$ cat src/rtl/alif_cfg_sequencer_pkg.sv
// Shared types and default constants for the ALIF neuron configuration sequencer.
// Holds the FSM state encoding and the default frame geometry and timeout.
package alif_cfg_pkg;

    localparam int unsigned NUM_PARAMS  = 4;
    localparam int unsigned PARAM_W     = 8;
    localparam int unsigned TIMEOUT_CYC = 16;

    typedef enum logic [2:0] {
        ST_IDLE     = 3'd0,
        ST_SHIFT    = 3'd1,
        ST_WAIT_RDY = 3'd2,
        ST_DONE     = 3'd3,
        ST_ERR      = 3'd4
    } state_e;

endpackage

$ cat src/rtl/alif_cfg_sequencer_if.sv
// Host-side configuration frame handshake for the ALIF configuration sequencer.
//   cfg_valid : host offers a frame
//   cfg_ready : sequencer can accept a frame
//   cfg_data  : frame, parameter 0 in the most-significant byte
// master = host, slave = sequencer.
interface alif_cfg_sequencer_if #(
    parameter int unsigned FRAME_W = alif_cfg_pkg::NUM_PARAMS * alif_cfg_pkg::PARAM_W
);
    logic               cfg_valid;
    logic               cfg_ready;
    logic [FRAME_W-1:0] cfg_data;

    modport master (
        output cfg_valid,
        output cfg_data,
        input  cfg_ready
    );

    modport slave (
        input  cfg_valid,
        input  cfg_data,
        output cfg_ready
    );
endinterface

$ cat src/rtl/alif_cfg_sequencer_piso.sv
// Parallel-in serial-out frame register; shifts toward the MSB so the frame
// leaves MSB first.
//   clk, rst_n : clock, synchronous active-low reset (clears register)
//   i_load     : capture i_data (has priority over i_shift_en)
//   i_shift_en : shift left by one, zero fill
//   i_data     : parallel frame
//   o_q_msb    : current MSB, the bit presented on the serial line
module alif_cfg_piso #(
    parameter int unsigned W = 32
) (
    input  logic         clk,
    input  logic         rst_n,
    input  logic         i_load,
    input  logic         i_shift_en,
    input  logic [W-1:0] i_data,
    output logic         o_q_msb
);

    logic [W-1:0] r_q;

    // Frame storage: load wins over shift.
    always_ff @(posedge clk) begin
        if (!rst_n) begin
            r_q <= '0;
        end else if (i_load) begin
            r_q <= i_data;
        end else if (i_shift_en) begin
            r_q <= {r_q[W-2:0], 1'b0};
        end
    end

    assign o_q_msb = r_q[W-1];

endmodule

$ cat src/rtl/alif_cfg_sequencer.sv
// Loads one configuration frame into an ALIF neuron over its serial parameter
// port, then waits (bounded) for the neuron to report its parameters loaded.
//   clk, rst_n      : clock, synchronous active-low reset
//   cfg_if (slave)  : host frame handshake (cfg_valid/cfg_ready/cfg_data)
//   i_en_req        : host request to enable neuron input integration
//   o_load_mode     : neuron load_mode, high for exactly FRAME_W cycles
//   o_serial_data   : neuron serial_data, frame MSB first
//   i_params_ready  : neuron parameter-loaded flag
//   o_input_enable  : neuron input_enable, follows i_en_req only when idle
//   o_busy          : frame in progress
//   o_done          : one-cycle pulse on successful load
//   o_err           : sticky timeout flag, cleared by the next accepted frame
module alif_cfg_sequencer #(
    parameter int unsigned NUM_PARAMS  = alif_cfg_pkg::NUM_PARAMS,
    parameter int unsigned PARAM_W     = alif_cfg_pkg::PARAM_W,
    parameter int unsigned TIMEOUT_CYC = alif_cfg_pkg::TIMEOUT_CYC
) (
    input  logic                 clk,
    input  logic                 rst_n,
    alif_cfg_sequencer_if.slave  cfg_if,
    input  logic                 i_en_req,
    output logic                 o_load_mode,
    output logic                 o_serial_data,
    input  logic                 i_params_ready,
    output logic                 o_input_enable,
    output logic                 o_busy,
    output logic                 o_done,
    output logic                 o_err
);

    import alif_cfg_pkg::*;

    localparam int unsigned FRAME_W    = NUM_PARAMS * PARAM_W;
    localparam int unsigned BIT_CNT_W  = $clog2(FRAME_W + 1);
    localparam int unsigned WAIT_CNT_W = $clog2(TIMEOUT_CYC + 1);

    state_e                r_state;
    state_e                w_state_nxt;
    logic                  w_load;
    logic                  w_shift_en;
    logic                  w_q_msb;
    logic [BIT_CNT_W-1:0]  r_bit_cnt;
    logic [WAIT_CNT_W-1:0] r_wait_cnt;
    logic                  r_err;
    logic                  w_idle;

    // Frame shift register.
    alif_cfg_piso #(
        .W (FRAME_W)
    ) u_piso (
        .clk        (clk),
        .rst_n      (rst_n),
        .i_load     (w_load),
        .i_shift_en (w_shift_en),
        .i_data     (cfg_if.cfg_data),
        .o_q_msb    (w_q_msb)
    );

    // State register.
    always_ff @(posedge clk) begin
        if (!rst_n) begin
            r_state <= ST_IDLE;
        end else begin
            r_state <= w_state_nxt;
        end
    end

    // Next-state and datapath strobes.
    always_comb begin
        w_state_nxt = r_state;
        w_load      = 1'b0;
        w_shift_en  = 1'b0;
        case (r_state)
            ST_IDLE: begin
                // cfg_ready is high throughout IDLE out of reset, so valid alone completes the handshake.
                if (cfg_if.cfg_valid) begin
                    w_load      = 1'b1;
                    w_state_nxt = ST_SHIFT;
                end
            end
            ST_SHIFT: begin
                w_shift_en = 1'b1;
                if (r_bit_cnt == BIT_CNT_W'(FRAME_W - 1)) begin
                    w_state_nxt = ST_WAIT_RDY;
                end
            end
            ST_WAIT_RDY: begin
                // Ready on the timeout edge still counts as success.
                if (i_params_ready) begin
                    w_state_nxt = ST_DONE;
                end else if (r_wait_cnt == WAIT_CNT_W'(TIMEOUT_CYC - 1)) begin
                    w_state_nxt = ST_ERR;
                end
            end
            ST_DONE: w_state_nxt = ST_IDLE;
            ST_ERR:  w_state_nxt = ST_IDLE;
            default: w_state_nxt = ST_IDLE;
        endcase
    end

    // Bit and wait counters plus the sticky error flag.
    always_ff @(posedge clk) begin
        if (!rst_n) begin
            r_bit_cnt  <= '0;
            r_wait_cnt <= '0;
            r_err      <= 1'b0;
        end else begin
            if (w_load) begin
                r_bit_cnt <= '0;
            end else if (r_state == ST_SHIFT) begin
                r_bit_cnt <= r_bit_cnt + BIT_CNT_W'(1);
            end

            if (r_state == ST_WAIT_RDY) begin
                r_wait_cnt <= r_wait_cnt + WAIT_CNT_W'(1);
            end else begin
                r_wait_cnt <= '0;
            end

            if (w_load) begin
                r_err <= 1'b0;
            end else if (w_state_nxt == ST_ERR) begin
                r_err <= 1'b1;
            end
        end
    end

    // Outputs decode registered state; rst_n gates the idle-only outputs so they are low during reset.
    assign w_idle           = (r_state == ST_IDLE);
    assign cfg_if.cfg_ready = rst_n & w_idle;
    assign o_input_enable   = rst_n & w_idle & i_en_req;
    assign o_load_mode      = (r_state == ST_SHIFT);
    assign o_serial_data    = (r_state == ST_SHIFT) & w_q_msb;
    assign o_busy           = ~w_idle;
    assign o_done           = (r_state == ST_DONE);
    assign o_err            = r_err;

endmodule

$ cat src/flat_wrapper.sv
// flat-port wrapper written by rule: the top's interface ports become plain ports
module alif_cfg_sequencer_flat import alif_cfg_pkg::*;
#(
    parameter int unsigned NUM_PARAMS  = alif_cfg_pkg::NUM_PARAMS,
    parameter int unsigned PARAM_W     = alif_cfg_pkg::PARAM_W,
    parameter int unsigned TIMEOUT_CYC = alif_cfg_pkg::TIMEOUT_CYC
)
  (clk, rst_n, i_en_req, o_load_mode, o_serial_data, i_params_ready, o_input_enable, o_busy, o_done, o_err, cfg_if_cfg_valid, cfg_if_cfg_data, cfg_if_cfg_ready);
  alif_cfg_sequencer_if #(.FRAME_W((32))) cfg_if_i ();
  input  logic clk;
  input  logic rst_n;
  input  logic i_en_req;
  output logic o_load_mode;
  output logic o_serial_data;
  input  logic i_params_ready;
  output logic o_input_enable;
  output logic o_busy;
  output logic o_done;
  output logic o_err;
  input wire logic [$bits(cfg_if_i.cfg_valid)-1:0] cfg_if_cfg_valid;
  input wire logic [$bits(cfg_if_i.cfg_data)-1:0] cfg_if_cfg_data;
  output wire logic [$bits(cfg_if_i.cfg_ready)-1:0] cfg_if_cfg_ready;
  assign cfg_if_i.cfg_valid = cfg_if_cfg_valid;
  assign cfg_if_i.cfg_data = cfg_if_cfg_data;
  assign cfg_if_cfg_ready = cfg_if_i.cfg_ready;
  alif_cfg_sequencer #(.NUM_PARAMS(NUM_PARAMS), .PARAM_W(PARAM_W), .TIMEOUT_CYC(TIMEOUT_CYC)) u_core (.clk(clk), .rst_n(rst_n), .cfg_if(cfg_if_i), .i_en_req(i_en_req), .o_load_mode(o_load_mode), .o_serial_data(o_serial_data), .i_params_ready(i_params_ready), .o_input_enable(o_input_enable), .o_busy(o_busy), .o_done(o_done), .o_err(o_err));
endmodule
$ cat config.mk
export PLATFORM = sky130hd
export DESIGN_NAME = alif_cfg_sequencer_flat
export DESIGN_NICKNAME = d
export VERILOG_FILES = /design/src/rtl/alif_cfg_sequencer_pkg.sv /design/src/rtl/alif_cfg_sequencer_if.sv /design/src/rtl/alif_cfg_sequencer_piso.sv /design/src/rtl/alif_cfg_sequencer.sv /design/src/flat_wrapper.sv
export SDC_FILE = /design/constraint.sdc
export NUM_CORES = 1
export LEC_CHECK = 0
export CELL_PAD_IN_SITES_DETAIL_PLACEMENT = 0
export CELL_PAD_IN_SITES_GLOBAL_PLACEMENT = 2
export CORE_ASPECT_RATIO = 1.75
export CORE_MARGIN = 4
export CORE_UTILIZATION = 30
export DETAILED_ROUTE_END_ITERATION = 8
export GPL_TIMING_DRIVEN = 0
export PLACE_DENSITY_LB_ADDON = 0.08
export SLEW_MARGIN = 20
export SYNTH_ARGS = -nofsm -noshare
export SYNTH_HDL_FRONTEND = slang
export SYNTH_HIERARCHICAL = 1
export SYNTH_SLANG_ARGS = --single-unit
$ cat constraint.sdc
create_clock -name clk -period 1.7 [get_ports clk]
set_input_delay 0.17 -clock clk [delete_from_list [all_inputs] [get_ports clk]]
set_output_delay 0.17 -clock clk [all_outputs]
set_load 0.02 [all_outputs]
==> reports/results.tsv, run 1 <==
stage	metric	value	unit
status	status	complete, but fails checks	
status	failing checks	setup timing	
cells_and_area	final instance area	3287	µm²
job	Max-Cap Viols	0	
route	Pre-antenna DRT Iters	4	
cells_and_area	share of layout cells above drive strength 1	28.62	%
timing	clock skew	0.006150	ns
cells_and_area	Final Util	42.84	%
global_routing	first-pass GRT wire length	8.493	mm
global_routing	initial antenna violation count	0	
route	vias	1746	
cells_and_area	Layout area overhead	37.61	%
cts	clock sinks	47	
timing	PnR worst setup slack	-0.1015	ns
placement	Placed Area	2948	µm²
cts	CTS root buffer	clkbuf_16	
synth	synthesized area per cell	11.21	µm²
route	DR vias/cell	4.797	
critical_path	slowest stage delay, CP	0.41	ns
cts	clock buffer depth	2	
floorplan	FP Rows	42	
critical_path	WP data required	1.89	ns
cts	CTS clk-pin slew, worst paths	0.07	ns
cts	hold_buf cts	0	
synth	synth cell count leaders	47 x dfxtp_1, 31 x o211a_1, 29 x mux2_4	
route	metal3 WL	273	µm
timing	max_slew headroom	66.00	%
timing	crit share post-route	106.0	%
cts	CTS H-tree depth	2	
synth	Async SR Flop Fraction	0	%
floorplan	# IOs	44	
global_routing	Total GRT Usage	11.68	%
cells_and_area	final net count	315	
cts	clk_lat worst skew	0.29	ns
global_routing	vias in the first global route	1807	
synth	sequential area share after synthesis	39.39	%
timing	Fmax	555.1	MHz
synth	synth top area cells	dfxtp_1 39%, mux2_4 18%, o211a_1 13%, nand2b_1 5.5%, or2b_1 3.1%	
synth	synthesized area	2389	µm²
timing	Tmin final	1.801	ns
timing	Fin. Hold Viols	0	
floorplan	starting density of the core	31.13	%
floorplan	core area	7672	µm²
global_routing	largest net degree at the start of global routing	16	
critical_path	CP cell instances	or3b_4 -> clkinvlp_4 -> buf_12 -> clkbuf_16 -> mux2_4 -> o211a_1	
route	# DRC	0	
critical_path	CP endpoint kind	register	
pwr	Pwr Density	896.1	nW/µm²
synth	Synth top area share	39.39	%
synth	Syn Nets	253	
synth	Yosys warning count	6	
synth	#FFs+latches synth	47	
pwr	peak supply drop	0.5896	mV
synth	Post-synth EDFFs	0	
floorplan	DIE AREA	9510	µm²
synth	most used flip-flop cell after synthesis	dfxtp_1	
route	max layer used	met4	
pwr	Pwr Total	0.002945	W
timing	Final setup viols	32	
cells_and_area	Final Instance Count excl. Fillers	364	
route	Antenna Nets Post-Route	0	
global_routing	total gr overflow	0	
route	Met2 Wirelength	2.852	mm
route	Routed WL	5.380	mm
synth	Cell variety after synth	38	
cts	cts bufs inserted	5	
critical_path	kind of critical path	reg2reg	
critical_path	CP Max Fanout	7	
route	met1 WL	2.156	mm
timing	max-slew violations	0	
placement	I/O Buffers	43	
critical_path	highest-delay cell along the critical path	or3b_4	
cts	CTS tree	built	
placement	Detailed Place HPWL	3.718	mm
floorplan	Horiz. Die Dim	75.45	µm
route	DR WL/cell	14.78	µm
synth	Yosys top cell by area	dfxtp_1	
synth	Gate Count Post-Synth	213	
floorplan	Die H	126.0	µm
placement	routability cong.	0.7063	
critical_path	Worst Setup Start Kind	register	
timing	Worst-Margin Slew	0.5100	ns
critical_path	Worst EP arrival	1.99	ns
placement	dpl cells	344	
hold_path	HP Class	in2reg	
timing	unrepaired setup endpoints after global routing	yes	
route	DRT iter0 DRCs	84	
synth	top-count cell post-synth	dfxtp_1	
cells_and_area	# diodes	0	
pwr	Leakage	1.614	nW
-- power by group --
group,total [W],switching (W),internal [W]
combinational,0.000688,0.000239,0.000449
clock,0.00102,0.000435,0.000588
sequential,0.00123,0.0000478,0.00119
-- per-layer routing --
metal  global-route usage, %  vias up
met5                       0        -
met4                   4.634        0
met3                   3.349        6
met2                   20.02       31
met1                   13.11      821
li1                        -      888
-- cell families after synthesis --
kind of cell / synth area share, %
buf+inv: 4.505
flops: 39.39
fa+ha+maj: 1.572
xor+xnor: 1.467
mux: 19.64
compound gates: 16.34
simple gates: 17.08
-- worst max-delay path, delay by kind of cell, from the launching register on --
family                 cells  cell delay [ns]
AO/OA/AOI/OAI              1             0.20
flip-flops                 1             0.35
buffers and inverters      3             0.44
multiplexers               1             0.29
AND/OR/NAND/NOR            1             0.41
-- stage by stage --
stage / hold WS (ns) / worst slack [ns] / TNS [ns]
3_5_place_dp: 0.4376 / -0.3871 / -9.243
6_report: 0.3310 / -0.1015 / -2.417
4_1_cts: 0.4539 / -0.1197 / -3.031
2_1_floorplan: 0.2387 / -0.1095 / -3.129
3_3_place_gp: 0.4293 / -0.4248 / -10.50
5_1_grt: 0.3775 / -0.1530 / -4.102
-- final timing paths --
| kind | from | to | slack, ns | cells past startpoint |
|---|---|---|---|---|
| worst min register to register | u_core/r_wait_cnt[0] | u_core/r_wait_cnt[0] | 0.45 | 1 |
| worst min-delay path | rst_n | u_core/r_state[1] | 0.33 | 3 |
| worst max register to register | u_core/r_state[2] | u_core/u_piso/r_q[8] | -0.10 | 6 |
| worst max-delay path | u_core/r_state[2] | u_core/u_piso/r_q[8] | -0.10 | 6 |
-- what timing repair did --
| action | CTS | global route |
|---|---|---|
| endpoints found under the setup margin | 37 | 34 |
| cloned | 1 | 2 |
| setup buffers | 8 | 1 |
| resized for setup | 21 | 9 |
| endpoints found under the hold margin | 0 | 0 |
| pin swaps | 1 | 1 |
-- state kept, by name, indices dropped and copies added (netlist names) --
| signal | cells |
|---|---|
| u_core/r_state | 3 |
| u_core/u_piso/r_q | 32 |
| u_core/o_err | 1 |
| u_core/r_wait_cnt | 5 |
| u_core/r_bit_cnt | 6 |
-- placed cells by master, fill, tap and decap left out, drive strengths merged, types with 4 or more instances in the layout --
cell,instances
or2b,10
inv,4
a21oi,4
clkbuf,13
nand3,4
mux2,32
buf,20
nand2b,21
o211a,31
dfxtp,47
clkdlybuf4s50,36
nand2,5
nor2,9
-- layout make-up --
| class | instances | area [µm²] |
|---|---|---|
| well taps | 88 | 110.1 |
| clock inverters | 2 | 16.27 |
| multi-input cells | 148 | 1350 |
| inverters | 5 | 22.52 |
| plain buffers | 13 | 128.9 |
| flip-flops and latches | 47 | 947.2 |
| clock buffers | 6 | 138.9 |
| fillers | 750 | 4385 |
| repair buffers | 55 | 573.1 |
No activity file was read; power rests on OpenSTA's default activity.
==> run 2, diff against run 1 <==
- CORE_UTILIZATION: 30 -> 36
- HOLD_SLACK_MARGIN: unset -> 0.05
- clock period: 1.7 -> 2.1 ns (I/O delays scaled with it)
==> reports/results.tsv, run 2 (synthesized netlist as in run 1, its figures left out) <==
stage	metric	value	unit	change
hold_path	HP Class	reg2reg		
timing	unrepaired setup endpoints after global routing	no		
route	Antenna Nets Post-Route	0		unchanged
cts	CTS root buffer	clkbuf_16		
floorplan	Horiz. Die Dim	69.58	µm	-7.8%
floorplan	DIE AREA	8054	µm²	-15%
timing	crit share post-route	94.80	%	
pwr	Leakage	1.491	nW	-7.6%
cells_and_area	commonest cells after routing, fill and taps aside	47 x dfxtp_1, 41 x clkdlybuf4s50_1, 31 x o211a_1		
status	status	finished, final reports clean		
global_routing	largest net degree at the start of global routing	15		-1
cells_and_area	share of layout cells above drive strength 1	22.35	%	-6.3 points
critical_path	CP endpoint kind	output port		
critical_path	Worst EP arrival	1.78	ns	-0.21 ns
cts	cts bufs inserted	5		unchanged
critical_path	worst r2r src	u_core/r_state[1]		
global_routing	total gr overflow	0		unchanged
cells_and_area	Top Registers	u_core/u_piso/r_q x32, u_core/r_bit_cnt x6, u_core/r_wait_cnt x5		
timing	Setup TNS Final	0	ns	+2.417 ns
route	vias	1699		-2.7%
cts	CTS clk-pin slew, worst paths	0.06	ns	about the same
timing	Fmax	502.3	MHz	
route	Routed WL	4.834	mm	-10%
pwr	Pwr Total	0.002389	W	-19%
route	DR vias/cell	4.910		+2.4%
route	Pre-antenna DRT Iters	4		unchanged
global_routing	initial antenna violation count	0		unchanged
floorplan	# IOs	44		unchanged
floorplan	FP Rows	39		-7.1%
cells_and_area	Layout area overhead	29.91	%	
cells_and_area	max reg flops	32		unchanged
timing	Hold Slack	0.4494	ns	+0.1184 ns
cts	clk_lat worst skew	0.28	ns	about the same
timing	Fin. Hold Viols	0		unchanged
critical_path	Critical Path Start	u_core/r_state[1]		
cts	Post CTS Setup Buffer Count	0		-8
timing	clock skew	0.008061	ns	+0.001911 ns
placement	routability cong.	0.7201		+2.0%
pwr	Pwr Density	769.9	nW/µm²	-14%
cts	CTS tree	built		
timing	Tmin final	1.991	ns	
cts	hold_buf cts	0		unchanged
cells_and_area	# diodes	0		unchanged
floorplan	starting density of the core	36.80	%	+5.7 points
global_routing	Total GRT Usage	12.73	%	+1.0 points
cts	clock sinks	47		unchanged
timing	max_slew headroom	68.97	%	+3.0 points
global_routing	vias in the first global route	1830		+1.3%
route	DR WL/cell	13.97	µm	-5.5%
critical_path	CP Max Fanout	7		unchanged
placement	Detailed Place HPWL	3.477	mm	-6.5%
placement	I/O Buffers	43		unchanged
cts	Gates resized, CTS repair	5		-76%
floorplan	core area	6490	µm²	-15%
timing	Worst-Margin Slew	0.4654	ns	-0.04461 ns
job	Max-Cap Viols	0		unchanged
route	DRT iter0 DRCs	47		-44%
cts	CTS H-tree depth	2		unchanged
global_routing	first-pass GRT wire length	8.321	mm	-2.0%
critical_path	WP data required	1.89	ns	about the same
hold_path	Min-Delay Startpoint	u_core/r_wait_cnt[0]		
timing	max-slew violations	0		unchanged
critical_path	Worst Setup Start Kind	register		
cells_and_area	Most flops, register	u_core/u_piso/r_q		
route	# DRC	0		unchanged
critical_path	kind of critical path	reg2out		
timing	Final setup viols	0		-100%
cts	clock buffer depth	2		unchanged
cells_and_area	commonest non-fill, non-tap cell in the layout	dfxtp_1		
cells_and_area	final net count	303		-3.8%
floorplan	Die H	115.8	µm	-8.2%
pwr	peak supply drop	0.3170	mV	-46%
## run 2: cell types whose count changed in the layout (fill, tap and decap cells not counted), moves of 2 or more
| cell | change |
|---|---|
| and2_4 | -2 |
| buf_12 | -4 |
| buf_4 | -10 |
| buf_6 | +3 |
| clkbuf_1 | +2 |
| clkbuf_16 | -2 |
| clkbuf_2 | -2 |
| clkdlybuf4s50_1 | +5 |
| dfxtp_1 | +3 |
| dfxtp_2 | -2 |
| dlymetal6s2s_1 | -2 |
## run 2: layout make-up
cell class / instances / area, µm²
fillers: 623 / 3387
multi-input cells: 148 / 1346
flip-flops and latches: 47 / 940.9
repair buffers: 43 / 427.9
clock buffers: 6 / 138.9
well taps: 82 / 102.6
plain buffers: 13 / 88.84
clock inverters: 2 / 35.03
inverters: 5 / 22.52
## run 2: path summary, 6_finish.rpt
path / endpoint / slack (ns) / cells after the start
setup / recovery: o_input_enable / 0.11 / 3
hold / removal: u_core/r_wait_cnt[0] / 0.45 / 1
setup reg to reg: u_core/u_piso/r_q[16] / 0.15 / 6
hold reg to reg: u_core/r_wait_cnt[0] / 0.45 / 1
## run 2: report_power, final
part	internal, W	switching [W]	leakage [nW]
combinational	0.000301	0.000177	1.02
sequential	0.000962	0.0000388	0.386
clock	0.000592	0.000319	0.0868
## run 2: per-layer routing
metal  part of all wire [%]  GRT usage [%]
met1                     43          14.09
met4                    1.6          4.694
met5                      0              0
met2                     51          23.28
met3                    4.4          3.299
## run 2: through the flow
step / setup slack [ns] / cell area, µm² / instances / utilization [%]
4_1_cts: 0.09633 / 3103 / 346 / 47.81
6_report: 0.1092 / 3103 / 346 / 47.81
3_3_place_gp: -0.001833 / 2922 / 338 / 45.02
5_1_grt: 0.01758 / 3103 / 346 / 47.81
3_5_place_dp: -0.04269 / 2922 / 338 / 45.02
2_1_floorplan: 0.1531 / 2389 / 213 / -
## run 2: worst max-delay path: stages (launching register included)
cell	delay [ns]
dfxtp_1	0.38
nor3_2	0.31
and3_1	0.20
clkdlybuf4s50_1	0.61
==> run 3, diff against run 2 <==
- REMOVE_ABC_BUFFERS: unset -> 1
==> reports/results.tsv, run 3 (synthesized netlist as in run 1, its figures left out) <==
stage	metric	value	unit	change
status	status	finished, final reports clean		
cts	clk_lat worst skew	0.28	ns	about the same
pwr	Pwr Density	748.9	nW/µm²	-2.7%
placement	I/O Buffers	43		unchanged
cts	CTS clk-pin slew, worst paths	0.06	ns	about the same
global_routing	first-pass GRT wire length	7.797	mm	-6.3%
timing	Worst-Margin Slew	0.6867	ns	+0.2213 ns
critical_path	CP endpoint kind	output port		
route	Routed WL	4.484	mm	-7.2%
timing	clock skew	0.003631	ns	-0.004429 ns
timing	max_slew headroom	54.22	%	-15 points
cts	Post CTS Setup Buffer Count	0		unchanged
cts	CTS tree	built		
placement	Detailed Place HPWL	3.025	mm	-13%
cells_and_area	# diodes	0		unchanged
cells_and_area	Layout area overhead	27.34	%	
pwr	Pwr Total	0.002278	W	-4.7%
floorplan	# IOs	44		unchanged
pwr	peak supply drop	0.4354	mV	+37%
floorplan	starting density of the core	36.80	%	unchanged
floorplan	Die H	115.8	µm	unchanged
route	DRT iter0 DRCs	46		-2.1%
global_routing	Total GRT Usage	12.10	%	-0.63 points
hold_path	HP Class	reg2reg		
job	Max-Cap Viols	0		unchanged
cts	clock buffer depth	2		unchanged
route	# DRC	0		unchanged
timing	max-slew violations	0		unchanged
timing	Setup TNS Final	0	ns	unchanged
cells_and_area	final net count	292		-3.6%
placement	worst slack at placement	-0.05455	ns	-0.01186 ns
critical_path	CP cell instances	or3b_4 -> inv_6 -> and2_1 -> dlygate4sd2_1		
timing	Hold Slack	0.4506	ns	+0.001146 ns
cts	clock sinks	47		unchanged
floorplan	FP Rows	39		unchanged
critical_path	Worst EP arrival	1.76	ns	-0.02 ns
cells_and_area	share of layout cells above drive strength 1	20.95	%	-1.4 points
cells_and_area	commonest non-fill, non-tap cell in the layout	dfxtp_1		
global_routing	initial antenna violation count	0		unchanged
global_routing	total gr overflow	0		unchanged
floorplan	DIE AREA	8054	µm²	unchanged
route	Pre-antenna DRT Iters	4		unchanged
placement	routability cong.	0.6555		-9.0%
floorplan	core area	6490	µm²	unchanged
pwr	Leakage	1.460	nW	-2.1%
route	DR WL/cell	13.39	µm	-4.2%
cts	cts bufs inserted	5		unchanged
critical_path	highest-delay cell along the critical path	or3b_4		
global_routing	vias in the first global route	1698		-7.2%
critical_path	slowest stage delay, CP	0.45	ns	-0.16 ns
timing	Final setup viols	0		unchanged
cts	CTS H-tree depth	2		unchanged
global_routing	largest net degree at the start of global routing	40		+25
route	vias	1630		-4.1%
cells_and_area	commonest cells after routing, fill and taps aside	47 x dfxtp_1, 40 x clkdlybuf4s50_1, 31 x o211a_1		
timing	Tmin final	1.968	ns	-0.02252 ns
critical_path	kind of critical path	reg2out		
cts	CTS root buffer	clkbuf_16		
cells_and_area	Top Registers	u_core/u_piso/r_q x32, u_core/r_bit_cnt x6, u_core/r_wait_cnt x5		
timing	unrepaired setup endpoints after global routing	no		
cells_and_area	max reg flops	32		unchanged
timing	PnR worst setup slack	0.1317	ns	+0.02252 ns
route	DR vias/cell	4.866		-0.91%
cells_and_area	Most flops, register	u_core/u_piso/r_q		
critical_path	Worst Setup Start Kind	register		
timing	Fmax	508.0	MHz	+1.1%
critical_path	WP data required	1.89	ns	about the same
timing	crit share post-route	93.73	%	-1.1 points
floorplan	Horiz. Die Dim	69.58	µm	unchanged
critical_path	CP Max Fanout	13		+6
route	Antenna Nets Post-Route	0		unchanged
critical_path	r2r setup slk	0.22	ns	+0.07 ns
timing	Fin. Hold Viols	0		unchanged
run 3: worst max-delay path: cells and delay by family, from the launching register on:
kind | cells | cell delay (ns)
flops | 1 | 0.39
simple gates | 2 | 0.60
buf+inv | 2 | 0.49
run 3: routing by layer:
metal	share of wire [%]	wire, µm	track usage (%)
met1	43	1926	13.62
met3	4.3	194	3.299
met4	0.85	38	4.694
met5	0	0	0
met2	52	2324	21.62
run 3: final cells by class:
type	instances	area [µm²]
Fill cell	634	3448
Multi-Input combinational cell	148	1348
Sequential cell	47	940.9
Timing Repair Buffer	45	470.5
Clock buffer	8	156.4
Tap cell	82	102.6
Inverter	5	23.77
run 3: what timing repair did:
item / CTS / global route
endpoints found under the setup margin: 9 / 0
hold buffers: 0 / 0
gates resized for setup: 6 / 0
run 3: final timing paths:
check,depth (start not counted),end,start
setup / recovery,4,o_serial_data,u_core/r_state[0]
hold reg to reg,1,u_core/r_wait_cnt[0],u_core/r_wait_cnt[0]
hold / removal,1,u_core/r_wait_cnt[0],u_core/r_wait_cnt[0]
setup reg to reg,5,u_core/u_piso/r_q[29],u_core/r_state[0]
run 3: where the power goes:
| group | leakage [nW] | internal (W) | switching (W) |
|---|---|---|---|
| clock | 0.0772 | 0.000507 | 0.000310 |
| combinational | 0.996 | 0.000294 | 0.000167 |
| sequential | 0.386 | 0.000962 | 0.0000382 |
| total | 1.46 | 0.00176 | 0.000516 |
run 3: stage by stage:
step / instance area (µm²) / utilization [%] / std cells
2_1_floorplan: 2300 / - / 200
4_1_cts: 3042 / 46.87 / 335
5_1_grt: 3042 / 46.87 / 335
3_5_place_dp: 2877 / 44.32 / 327
3_3_place_gp: 2833 / 43.65 / 325
6_report: 3042 / 46.87 / 335
